==> config.mk <==
export PLATFORM = sky130hd
export DESIGN_NAME = dff_shift_ctrl_flat
export DESIGN_NICKNAME = d
export VERILOG_FILES = /design/src/rtl/dff_shift_ctrl_if.sv /design/src/rtl/dff_shift_ctrl.sv /design/src/flat_wrapper.sv
export SDC_FILE = /design/constraint.sdc
export NUM_CORES = 1
export LEC_CHECK = 0
export BUFFER_PORTS_ARGS = -buffer_cell sky130_fd_sc_hd__buf_2
export CORE_MARGIN = 2
export CORE_UTILIZATION = 35
export CTS_CLUSTER_DIAMETER = 50
export DETAILED_ROUTE_END_ITERATION = 6
export HOLD_SLACK_MARGIN = 0.02
export PLACE_DENSITY_LB_ADDON = 0.2
export SLEW_MARGIN = 10
export SYNTH_ARGS = -nofsm -noshare
export SYNTH_HDL_FRONTEND = slang
export SYNTH_SLANG_ARGS = --single-unit
==> constraint.sdc <==
create_clock -name clk -period 1.4 [get_ports clk]
set_input_delay 0.07 -clock clk [delete_from_list [all_inputs] [get_ports clk]]
set_output_delay 0.07 -clock clk [all_outputs]
set_load 0.02 [all_outputs]
==> src/rtl/dff_shift_ctrl_if.sv <==
// Load-side handshake bundle for the serial chain controller.
// The requester drives the master modport; the controller consumes the slave modport.
interface dff_shift_ctrl_if #(
    parameter int WIDTH = 8
);
    logic             load_valid;
    logic             load_ready;
    logic [WIDTH-1:0] load_data;
    logic             load_dir;
    logic             abort;

    modport master (
        output load_valid,
        output load_data,
        output load_dir,
        output abort,
        input  load_ready
    );

    modport slave (
        input  load_valid,
        input  load_data,
        input  load_dir,
        input  abort,
        output load_ready
    );
endinterface

==> src/rtl/dff_shift_ctrl.sv <==
// Drives a WIDTH-long external flip-flop chain one bit per enabled clock and
// captures the bits falling out of its far end into rx_data.
module dff_shift_ctrl #(
    parameter int WIDTH = 8
) (
    input  logic             clk,
    input  logic             rst_n,
    dff_shift_ctrl_if.slave  ld,
    input  logic             ser_q,
    output logic             ser_data,
    output logic             ser_en,
    output logic             busy,
    output logic             done,
    output logic             aborted,
    output logic [WIDTH-1:0] rx_data
);
    localparam int CW = (WIDTH > 2) ? $clog2(WIDTH) : 1;
    localparam logic [CW-1:0] LAST = CW'(WIDTH - 1);

    typedef enum logic [1:0] {IDLE, SHIFT, DONE, ABORT} state_t;

    state_t           state;
    state_t           state_next;
    logic [WIDTH-1:0] shadow;
    logic             dir_r;
    logic [CW-1:0]    cnt;
    logic [CW-1:0]    bit_idx;
    logic [WIDTH-1:0] rx_sh;
    logic [WIDTH-1:0] rx_next;

    always_ff @(posedge clk) begin
        if (!rst_n) begin
            state <= IDLE;
        end else begin
            state <= state_next;
        end
    end

    always_comb begin
        state_next = state;
        case (state)
            IDLE:    if (ld.load_valid) state_next = SHIFT;
            SHIFT: begin
                if (ld.abort)          state_next = ABORT;
                else if (cnt == LAST)  state_next = DONE;
            end
            DONE:    state_next = IDLE;
            ABORT:   state_next = IDLE;
            default: state_next = IDLE;
        endcase
    end

    // LSB-first enters at the top and migrates down so the first bit lands in rx[0].
    always_comb begin
        rx_next = dir_r ? {ser_q, rx_sh[WIDTH-1:1]} : {rx_sh[WIDTH-2:0], ser_q};
        bit_idx = dir_r ? cnt : LAST - cnt;
    end

    always_ff @(posedge clk) begin
        if (!rst_n) begin
            shadow  <= '0;
            dir_r   <= 1'b0;
            cnt     <= '0;
            rx_sh   <= '0;
            rx_data <= '0;
        end else begin
            case (state)
                IDLE: begin
                    if (ld.load_valid) begin
                        shadow <= ld.load_data;
                        dir_r  <= ld.load_dir;
                        cnt    <= '0;
                        rx_sh  <= '0;
                    end
                end
                SHIFT: begin
                    if (!ld.abort) begin
                        rx_sh <= rx_next;
                        cnt   <= cnt + CW'(1);
                        if (cnt == LAST) rx_data <= rx_next;
                    end
                end
                default: ;
            endcase
        end
    end

    always_comb begin
        ld.load_ready = 1'b0;
        ser_en        = 1'b0;
        ser_data      = 1'b0;
        busy          = 1'b1;
        done          = 1'b0;
        aborted       = 1'b0;
        case (state)
            IDLE: begin
                ld.load_ready = 1'b1;
                busy          = 1'b0;
            end
            SHIFT: begin
                ser_en   = 1'b1;
                ser_data = shadow[bit_idx];
            end
            DONE:    done    = 1'b1;
            ABORT:   aborted = 1'b1;
            default: ;
        endcase
    end
endmodule

==> src/flat_wrapper.sv <==
// flat-port wrapper written by rule: the top's interface ports become plain ports
module dff_shift_ctrl_flat 
#(
    parameter int WIDTH = 8
)
  (clk, rst_n, ser_q, ser_data, ser_en, busy, done, aborted, rx_data, ld_load_valid, ld_load_data, ld_load_dir, ld_abort, ld_load_ready);
  dff_shift_ctrl_if #(.WIDTH(WIDTH)) ld_i ();
  input  logic clk;
  input  logic rst_n;
  input  logic ser_q;
  output logic ser_data;
  output logic ser_en;
  output logic busy;
  output logic done;
  output logic aborted;
  output logic [WIDTH-1:0] rx_data;
  input wire logic [$bits(ld_i.load_valid)-1:0] ld_load_valid;
  input wire logic [$bits(ld_i.load_data)-1:0] ld_load_data;
  input wire logic [$bits(ld_i.load_dir)-1:0] ld_load_dir;
  input wire logic [$bits(ld_i.abort)-1:0] ld_abort;
  output wire logic [$bits(ld_i.load_ready)-1:0] ld_load_ready;
  assign ld_i.load_valid = ld_load_valid;
  assign ld_i.load_data = ld_load_data;
  assign ld_i.load_dir = ld_load_dir;
  assign ld_i.abort = ld_abort;
  assign ld_load_ready = ld_i.load_ready;
  dff_shift_ctrl #(.WIDTH(WIDTH)) u_core (.clk(clk), .rst_n(rst_n), .ld(ld_i), .ser_q(ser_q), .ser_data(ser_data), .ser_en(ser_en), .busy(busy), .done(done), .aborted(aborted), .rx_data(rx_data));
endmodule
### Word-level counts from Yosys, hierarchy flattened

Cells that the tools add are included.

* register bits after elaboration: 30
* latch bits: 0
* RAM bits: 0
* memory bits (read-only): 0
* output and inout port bits: 14
* memories: 0

* add/subtract/negate cells: 2
* multipliers: 0
* div/mod/pow operators: 0
* order comparisons: 1
* eq/ne operators: 7
* shift-type cells: 0
* mux-type cells: 20
* bitwise logic cells: 1
* reductions and logical operators: 7

Operator list (count)
* $mux W8: 3
* $pmux W8 S2: 1
* $mux W3: 3
* $mux W1: 7
* $mux W2: 3
* $pmux W2 S3: 1
* $pmux W3 S2: 1
* $reduce_and A3 Y1: 2
* $eq A2 B2 Y1 const B: 2
* $lt A3 B4 Y1 const B: 1
* $ne A2 B2 Y1 const B: 2
* $reduce_and A2 Y1: 2
* $add A3 B1 Y3 const B: 1
* $bmux W1 S3: 1
* $eq A3 B3 Y1 const B: 1
* $ne A3 B2 Y1 const B: 1
* $sub A3 B3 Y3 const A: 1
* $eq A2 B1 Y1 const B: 1
* $logic_not A2 Y1: 1
* $reduce_bool A2 Y1: 1
* $reduce_or A2 Y1: 1
* $not A1 Y1: 1

### Longest topological paths before layout

Gate-level depths: netlist of run 1.

* depth after elaboration: 5
* depth in mapped cells: 6

### Least setup slack after synthesis of run 1

Ideal clock, no wire load.

* path type: register -> register
* start point: reg u_core.state[1]
* end point: reg u_core.dir_r
* arrival time: 1242 ps
* path slack: 42 ps
* stages on the path, launching flop included: 7
* buffers on the path: 1
* path through: dfxtp_1 -> or2_4 -> inv_2 -> and2_4 -> buf_12 -> mux2i_1 -> nor2b_1

* cells in the longest elaborated chain, start to end: 2

Ends and longest elaborated chain
* start, declared: line dff_shift_ctrl.sv:22 `state_t state;`
* start signal, assigned: line dff_shift_ctrl.sv:35 `state <= state_next;`
* $logic_not A2 Y1: line dff_shift_ctrl.sv:67 `case (state)`
* $reduce_and A2 Y1 (no source line)
* end signal, assigned: line dff_shift_ctrl.sv:71 `dir_r <= ld.load_dir;`
* end, declared: line dff_shift_ctrl.sv:25 `logic dir_r;`

No other way between the ends.
A chain may end at the register's enable or synchronous reset.

### Final worst setup path of run 1

* start point: reg u_core.cnt[0]
* end point: out ser_data

* cells in the longest elaborated chain, start to end: 5

Ends and longest elaborated chain
* start, declared: line dff_shift_ctrl.sv:26 `logic [CW-1:0] cnt;`
* start signal, assigned: line dff_shift_ctrl.sv:79 `cnt <= cnt + CW'(1);`
* $sub A3 B3 Y3: line dff_shift_ctrl.sv:56 `bit_idx = dir_r ? cnt : LAST - cnt;`
* $mux W3 (*): line dff_shift_ctrl.sv:56
* $bmux W1 S3 (*): line dff_shift_ctrl.sv:102 `ser_data = shadow[bit_idx];`
* $mux W1 (not written as such) (*): line dff_shift_ctrl.sv:102
* $mux W1 (*): line dff_shift_ctrl.sv:95 `case (state)`
* end, declared: line flat_wrapper.sv:11 `output logic ser_data;`

Mark *: on every way between the ends. The rest lies on a longest branch, timed or not. The select of a mux whose other input is x is not followed.

==> reports/qor.yml, run 1 <==
rsz0062_at_grt: "true"
cts-root-buf: "clkbuf_8"
syn_to_final_growth_pct: 21.3
die_height_um: 71.5
place.gp.congestion: 0.764
layout_commonest_cell: "dfxtp_1"
worst_ep_required_time_ns: 1.33
synth-edff-count: 0
fmax_mhz: 628
cts_hold_buf: 0
grt_pass1_vias: 1184
io_pins: 28
min-delay-start: "ld_load_data[5]"
start_util_pct: 36.4
min_to: "u_core.shadow[5]"
nets: 210
crit_type: "register to primary output"
p_leak_uw: 0.000886
synth-compound-area-share_pct: 16.5
r2r_end: "u_core.rx_data[7]"
synth-xor-area-share_pct: 0
antenna_found_initial: 0
synth_top_family_by_area: "simple AND/OR/NAND/NOR gates"
nFillCells: 443
hold_depth: 3
synthArstFlopShare_pct: 0
ir_drop_v: 0.000621
cts_tree: "done"
powerDensity_mw_per_mm2: 977
drv_cap: 0
final_cell_mix: "27 x dfxtp_1, 26 x buf_2, 19 x mux2i_1, 12 x nand2_1, 12 x nor2b_1"
htreeDepth: 2
synth_flop_cell: "dfxtp_1"
placedCellCount: 238
synth-simple-area-share_pct: 23.2
drv_slew: 0
syn_nets: 178
skew_ns: 0.00397
cts_sinks: 30
ff2ff_setup_slack_ns: 0.06
grt_max_degree: 31
setup_viol: 1
drcViolationCount: 0
grt_pass1_wl_um: 5240
grt-ovfl-total: 0
cp-start-kind: "register"
finalHoldViolCount: 0
vias: 1247
numCtsBuffers: 5
synth_seq_cells: 30
end_kind: "primary output"
fin_crit_ns: 1.59
slew_headroom_pct: 69.2
wl_per_cell_um: 12.5
synthDistinctLibCells: 41
final.period_utilization_pct: 114
seq_area_frac_synth_pct: 37.7
n_antenna_cell: 0
fin_ws_ns: -0.191
netlist_instances: 162
drt_wl_total_um: 3080
vias_per_cell: 5.05
die_x_um: 71.5
violations: "negative setup slack"
tns_ns: -0.191
ys_warn_count: 0
rows: 24
die-area_mm2: 0.00511
portBuffers: 27
hpwl_um: 2200
syn_avg_cell_area_um2: 9.84
hp-class: "input port to register"
drt-initial-drc-count: 53
r2r_start: "u_core.state[0]"
fin_cells: 247
synth_area_mm2: 0.00159
insertion_delay_ns: 0.28
max_slew.worst_pin.slew_ns: 0.462
cp_max_fo: 8
clock_path_buffers: 2
synth_adder_area_share_pct: 1.57
rr_worst_depth: 5
ant_nets: 0
dr.pass1.iters: 4
core_area_mm2: 0.00438
clkSlewWorstSetupHoldPaths_ns: 0.07
outcome: "finished with violations"
arrival_ns: 1.52
layout-drive-gt1-share_pct: 31.8
grt_use_total_pct: 13.1
muxShareOfSynthArea_pct: 14.0
==> stage by stage <==
| step | hold WS, ns | util [%] | worst slack (ns) | total power [uW] | area [um^2] |
|---|---|---|---|---|---|
| 2_1_floorplan | 0.226 | - | 0.0416 | 1110 | 1590 |
| 3_3_place_gp | 0.328 | 40.6 | -0.0105 | 1170 | 1780 |
| 3_5_place_dp | 0.335 | 40.6 | -0.0440 | 1170 | 1780 |
| 4_1_cts | 0.0407 | 43.5 | -0.191 | 1920 | 1910 |
| 5_1_grt | 0.0581 | 44.1 | -0.278 | 1990 | 1930 |
| 6_report | 0.0498 | 44.1 | -0.191 | 1890 | 1930 |
==> cells in the mapped netlist (2+ instances only) <==
library cell	number	area, um^2
a21boi_0	3	22.5
a21oi_1	4	20.0
and2_1	7	43.8
buf_2	5	25.0
buf_6	4	45.0
clkbuf_1	3	11.3
dfxtp_1	30	601
ha_1	2	25.0
inv_1	2	7.51
mux2_2	2	22.5
mux2i_1	20	200
nand2_1	12	45.0
nand2b_1	6	37.5
nand3_1	3	15.0
nor2_1	2	7.51
nor2b_1	12	75.1
nor3b_1	7	52.6
o211a_1	9	90.1
o21a_1	7	52.6
==> layout make-up <==
class	count	area, um^2	share of cell area (%)
Clock buffer	6	82.6	4.27
Tap cell	52	65.1	3.37
Sequential cell	30	609	31.5
Timing Repair Buffer	38	244	12.6
Inverter	3	11.3	0.583
Clock inverter	2	12.5	0.647
Multi-Input combinational cell	116	908	47.0
==> repair_timing <==
item                                    4_1_cts  5_1_grt
buffers inserted                              0        1
resized for setup                            10        4
endpoints found under the setup margin        2        3
pin swaps                                     3        3
==> power by group <==
group / switching [uW] / total [uW] / internal (uW)
combinational: 132 / 264 / 133
sequential: 24.8 / 901 / 876
clock: 329 / 724 / 394
==> flip-flops by register name (all words and copies together), names as in the netlist <==
name            flops
u_core.cnt          3
u_core.shadow       8
u_core.rx_sh        8
u_core.rx_data      8
u_core.dir_r        1
u_core.state        2
==> worst max-delay path, cell delays in order (launching register included) <==
cell	delay, ns
dfxtp_4	0.38
and3b_1	0.17
a21o_1	0.15
a22o_1	0.20
o211a_1	0.23
buf_6	0.13
==> kinds of logic after synthesis <==
| kind of cell | count (synthesis) |
|---|---|
| flops | 30 |
| fa+ha+maj | 2 |
| compound gates | 33 |
| buf+inv | 16 |
| mux | 22 |
| simple gates | 59 |
==> routing by layer <==
layer | vias up | global-route usage [%] | wire length [um]
li1 | 635 | - | -
met1 | 579 | 15.7 | 1450
met2 | 27 | 21.5 | 1410
met3 | 6 | 4.36 | 166
met4 | 0 | 5.66 | 53
met5 | - | 0 | 0
==> worst max-delay path by stage <==
stage	from	end	slack, ns	cells after the start
after floorplan	u_core.state[1]	u_core.dir_r	0.04	6
after global routing	u_core.cnt[0]	ser_data	-0.28	6
after detailed placement	u_core.cnt[0]	ser_data	-0.04	6
after global placement	u_core.cnt[0]	ser_data	-0.01	5
after CTS	u_core.cnt[0]	ser_data	-0.19	6
final	u_core.cnt[0]	ser_data	-0.19	5
No activity file was read; power rests on OpenSTA's default activity.
==> run 2, diff against run 1 <==
GPL_TIMING_DRIVEN = 0   (was default)
==> run 2 against run 1 <==
The flow still finishes with violations (negative setup slack). Via count increased by 1.2%. Count of clock-buffer cells in the layout fell by 1. Cell area is 1.7% higher. Clock power decreased by 11%. Sequential power about the same. Register-to-register slack gained 0.02 ns. Wire length rose by 14%. Critical endpoint unchanged.
==> reports/qor.yml, run 2 (synthesis results as in run 1) <==
outcome: "finished with violations"
violations: "negative setup slack"
placedCellCount: 240  # +0.84%
grt_use_total_pct: 14.9  # +1.7 points
layout-drive-gt1-share_pct: 34.8  # +3.1 points
ant_nets: 0  # unchanged
timing.hold.ws_ns: 0.0456  # -0.00424 ns
end_kind: "primary output"
io_pins: 28  # unchanged
switching_share_pct: 26.2  # +0.44 points
worst_ep_required_time_ns: 1.33  # about the same
fin_crit_ns: 1.64  # +0.0443 ns
skew_ns: 0.00357  # -0.000398 ns
top_regs: "u_core.rx_data x8, u_core.rx_sh x8, u_core.shadow x8"
min-delay-start: "ld_load_data[1]"
fmax_mhz: 611  # -2.7%
core_area_mm2: 0.00438  # unchanged
power_frac_seq_pct: 48.9  # +1.2 points
drv_cap: 0  # unchanged
p_int_uw: 1360  # -3.0%
numCtsBuffers: 5  # unchanged
startpoint: "u_core.cnt[2]"
regArea_um2: 606  # -0.62%
drt_wl_total_um: 3510  # +14%
setup_viol: 1  # unchanged
crit_chain: "and3b_1 > a21o_1 > a22o_1 > o211a_1 > buf_6"
tns_ns: -0.235  # -0.0443 ns
ir_drop_v: 0.000590  # -5.0%
nets: 214  # +1.9%
drt-initial-drc-count: 38  # -28%
drcViolationCount: 0  # unchanged
htreeDepth: 2  # unchanged
cts-root-buf: "clkbuf_8"
powerDensity_mw_per_mm2: 937  # -4.2%
die_height_um: 71.5  # unchanged
rsz0062_at_grt: "true"
nFillCells: 440  # -0.68%
grt-ovfl-total: 0  # unchanged
final_util_pct: 44.9  # +0.77 points
fin_ws_ns: -0.235  # -0.0443 ns
place.gp.congestion: 0.771  # +1.0%
grt_pass1_vias: 1256  # +6.1%
finalHoldViolCount: 0  # unchanged
arrival_ns: 1.57  # +0.05 ns
syn_to_final_growth_pct: 23.4
p_clk_share_pct: 34.9  # -3.4 points
drv_slew: 0  # unchanged
hp-class: "input port to register"
slowest_delay_ns: 0.36  # -0.02 ns
clock_path_buffers: 2  # unchanged
grt_pass1_wl_um: 5880  # +12%
final.period_utilization_pct: 117  # +3.2 points
start_util_pct: 36.4  # unchanged
r2r_start: "u_core.state[0]"
final_cell_mix: "26 x buf_2, 26 x dfxtp_1, 19 x mux2i_1, 12 x nand2_1, 12 x nor2b_1"
cts_sinks: 30  # unchanged
crit_type: "register to primary output"
multi_input_area_um2: 928  # +2.2%
vias_per_cell: 5.05  # about the same
cp_max_fo: 4  # -4
combPwrFrac_pct: 16.2  # +2.2 points
crit_slowest_cell: "dfxtp_1"
cts_tree: "done"
portBuffers: 26  # -3.7%
max_slew.worst_pin.slew_ns: 0.450  # -0.0114 ns
die-area_mm2: 0.00511  # unchanged
insertion_delay_ns: 0.28  # about the same
grt_max_degree: 11  # -65%
rows: 24  # unchanged
hpwl_um: 2510  # +14%
slew_headroom_pct: 70.0  # +0.76 points
placed_area_mm2: 0.00179  # +0.49%
p_leak_uw: 0.000896  # +1.2%
fin_cells: 250  # +1.2%
cp-start-kind: "register"
antenna_found_initial: 0  # unchanged
vias: 1262  # +1.2%
clkSlewWorstSetupHoldPaths_ns: 0.06  # about the same
wl_per_cell_um: 14.0  # +13%
die_x_um: 71.5  # unchanged
dr.pass1.iters: 4  # unchanged
n_antenna_cell: 0  # unchanged
p_switching_uw: 482  # -0.82%
finalInstanceArea_mm2: 0.00197  # +1.7%
-- run 2: cell count changes in the layout (fill, tap and decap cells not counted), moves of 2 or more --
cell	change
nor3b_1	-5
nor3b_2	+5
buf_6	+4
buf_4	-3
clkbuf_1	+3
dfxtp_2	+3
dfxtp_4	-2
-- run 2: stage by stage --
| stage | power [uW] | setup WS [ns] |
|---|---|---|
| CTS | 1870 | -0.245 |
| floorplan | 1110 | 0.0416 |
| finish | 1840 | -0.235 |
| global route | 1950 | -0.322 |
| global placement | 1180 | -0.145 |
| detailed placement | 1190 | -0.152 |
-- run 2: layer usage --
layer	track usage [%]	wire (um)	vias to the layer above
met5	0	0	-
met4	6.29	60	0
met2	23.8	1620	32
met1	18.3	1630	586
met3	5.06	207	7
li1	-	-	637
-- run 2: what timing repair did --
action	in CTS	in global routing
endpoints found under the setup margin	5	15
hold buffers	0	0
setup buffers	3	0
gates resized for setup	13	9
pin swaps	1	0
-- run 2: critical path: cells and delay by family, from the launching register on --
| kind | cells | cell delay, ns |
|---|---|---|
| simple gates | 1 | 0.19 |
| buf+inv | 1 | 0.13 |
| compound gates | 3 | 0.60 |
| flops | 1 | 0.36 |
-- run 2: path summary, 6_finish.rpt --
check,end,slack (ns),cells past startpoint
setup / recovery,ser_data,-0.24,5
hold / removal,u_core.shadow[1],0.05,3
hold reg to reg,u_core.rx_sh[7],0.47,2
setup reg to reg,u_core.rx_data[6],0.08,6
-- run 2: area by class of cell --
cell class                 instances  area share [%]
multi-input combinational        116            47.2
tap                               52            3.31
inverter                           3           0.573
timing repair buffer              29            8.08
clock buffer                       5            3.50
buffer                            13            6.04
sequential                        30            30.8
clock inverter                     2           0.509
-- run 2: power groups by stage --
| stage | Clock (uW) | Combinational [uW] | Sequential, uW |
|---|---|---|---|
| after floorplan | 0 | 203 | 911 |
| after global placement | 0 | 267 | 915 |
| after detailed placement | 0 | 272 | 916 |
| after CTS | 675 | 292 | 899 |
| after global routing | 720 | 322 | 903 |
| final | 644 | 299 | 900 |
==> run 3, diff against run 2 <==
ABC_AREA = 0   (was default)
clock period = 1.69 ns   (was 1.4 ns; I/O delays follow)
==> run 3 against run 2 <==
The flow now finishes without violations. Largest power group unchanged. Sequential share of layout area is 0.41 points higher. Largest cell class unchanged. Critical path type unchanged. Global-route usage is 0.059 points lower. Critical path depth is 1 higher. Non-clock buffer count down 1. Clock power decreased by 17%. Count of clock-buffer cells in the layout unchanged.
==> reports/qor.yml, run 3 (synthesis results as in run 1) <==
startpoint: "u_core.cnt[1]"
hp-class: "input port to register"
portBuffers: 26  # unchanged
drt_wl_total_um: 3460  # -1.3%
fmax_mhz: 606
cts_sinks: 30  # unchanged
start_util_pct: 36.4  # unchanged
slew_headroom_pct: 69.7  # -0.30 points
die_x_um: 71.5  # unchanged
nFillCells: 435  # -1.1%
placedCellCount: 240  # unchanged
drt-initial-drc-count: 53  # +39%
layout-drive-gt1-share_pct: 31.0  # -3.9 points
clkSlewWorstSetupHoldPaths_ns: 0.06  # about the same
vias: 1260  # -0.16%
hpwl_um: 2510  # unchanged
gr-usage-met1_pct: 18.3  # unchanged
grt_pass1_wl_um: 5860  # -0.34%
final_util_pct: 44.1  # -0.77 points
fin_crit_ns: 1.65
cts_tree: "done"
drv_cap: 0  # unchanged
final_cell_mix: "28 x dfxtp_1, 26 x buf_2, 20 x mux2i_1, 12 x nand2_1, 12 x nor2b_1"
htreeDepth: 2  # unchanged
outcome: "complete, no violations"
max_slew.worst_pin.slew_ns: 0.455  # +0.00443 ns
ir_drop_v: 0.000488  # -17%
place.gp.congestion: 0.771  # unchanged
numCtsBuffers: 5  # unchanged
die-area_mm2: 0.00511  # unchanged
skew_ns: 0.00398  # +0.000414 ns
worst_ep_required_time_ns: 1.61  # +0.28 ns
grt-ovfl-total: 0  # unchanged
io_pins: 28  # unchanged
grt_use_total_pct: 14.8  # -0.059 points
top_usage_layer: "met2"
vias_per_cell: 5.06  # +0.24%
crit_type: "register to primary output"
nets: 213  # -0.47%
ant_nets: 0  # unchanged
final.period_utilization_pct: 97.6
die_height_um: 71.5  # unchanged
setup_viol: 0  # -1
end_kind: "primary output"
grt.met3_usage_pct: 5.06  # unchanged
arrival_ns: 1.57  # about the same
dr.pass1.iters: 4  # unchanged
rows: 24  # unchanged
grt_pass1_vias: 1251  # -0.40%
rsz0062_at_grt: "true"
n_antenna_cell: 0  # unchanged
fin_cells: 249  # -0.40%
cts_hold_buf: 0  # unchanged
drv_slew: 0  # unchanged
cp_max_fo: 10  # +6
powerDensity_mw_per_mm2: 786  # -16%
p_leak_uw: 0.000893  # -0.35%
grt_max_degree: 11  # unchanged
met2_usage_pct: 23.6  # -0.21 points
top_regs: "u_core.rx_data x8, u_core.rx_sh x8, u_core.shadow x8"
min-delay-start: "ld_load_data[1]"
cts-root-buf: "clkbuf_8"
core_area_mm2: 0.00438  # unchanged
insertion_delay_ns: 0.28  # about the same
syn_to_final_growth_pct: 21.3
r2r_start: "u_core.state[0]"
clock_path_buffers: 2  # unchanged
wl_per_cell_um: 13.9  # -0.91%
finalHoldViolCount: 0  # unchanged
drcViolationCount: 0  # unchanged
antenna_found_initial: 0  # unchanged
layout_commonest_cell: "dfxtp_1"
cp-start-kind: "register"
==> run 3: changes by cell type in the layout (fill, tap and decap cells not counted), sizes merged <==
cell    before  now
buf         39   37
clkbuf       8    9
==> run 3: worst max-delay path: stages (launching register included) <==
cell and delay (ns):
dfxtp_2 0.34, buf_6 0.14, nor2_2 0.05, a21o_1 0.17
a22o_1 0.22, o211a_1 0.23, buf_6 0.13
==> run 3: per-stage QoR <==
| step | total power (uW) | area [um^2] | setup slack, ns | setup TNS [ns] | hold WS, ns |
|---|---|---|---|---|---|
| after detailed placement | 985 | 1790 | 0.123 | 0 | 0.357 |
| after CTS | 1540 | 1920 | 0.0182 | 0 | 0.0517 |
| after global routing | 1600 | 1930 | -0.0534 | -0.0534 | 0.0650 |
| after global placement | 979 | 1790 | 0.130 | 0 | 0.342 |
| after floorplan | 923 | 1590 | 0.332 | 0 | 0.240 |
| final | 1520 | 1930 | 0.0400 | 0 | 0.0596 |
==> run 3: final cells by class <==
class	instances	area [um^2]	share of cell area, %
Multi-Input combinational cell	116	905	46.8
Sequential cell	30	603	31.2
Timing Repair Buffer	28	151	7.83
Buffer	13	119	6.15
Clock buffer	5	68.8	3.56
Tap cell	52	65.1	3.37
Inverter	3	11.3	0.583
Clock inverter	2	10.0	0.518
==> run 3: path summary, 6_finish.rpt <==
path	end	slack (ns)	cells after the start
max reg2reg	u_core.rx_data[6]	0.27	6
min	u_core.shadow[1]	0.06	3
max	ser_data	0.04	6
min reg2reg	u_core.rx_sh[7]	0.47	2
==> run 3: power breakdown <==
group | switching (uW) | leakage [uW] | internal, uW
clock | 260 | 0.0000438 | 275
combinational | 121 | 0.000605 | 118
sequential | 16.0 | 0.000245 | 729
total | 397 | 0.000893 | 1120
==> run 3: routing by layer <==
metal | wire length, um | share of wire (%) | up-vias
met3 | 213 | 6.1 | 7
met1 | 1610 | 47 | 578
met2 | 1580 | 45 | 39
met4 | 60 | 1.7 | 0
met5 | 0 | 0 | -
li1 | - | - | 636
==> run 3: what timing repair did <==
item	4_1_cts	5_1_grt
gates resized for setup	11	4
setup buffers	2	0
endpoints found under the setup margin	1	1
pin swaps	1	0
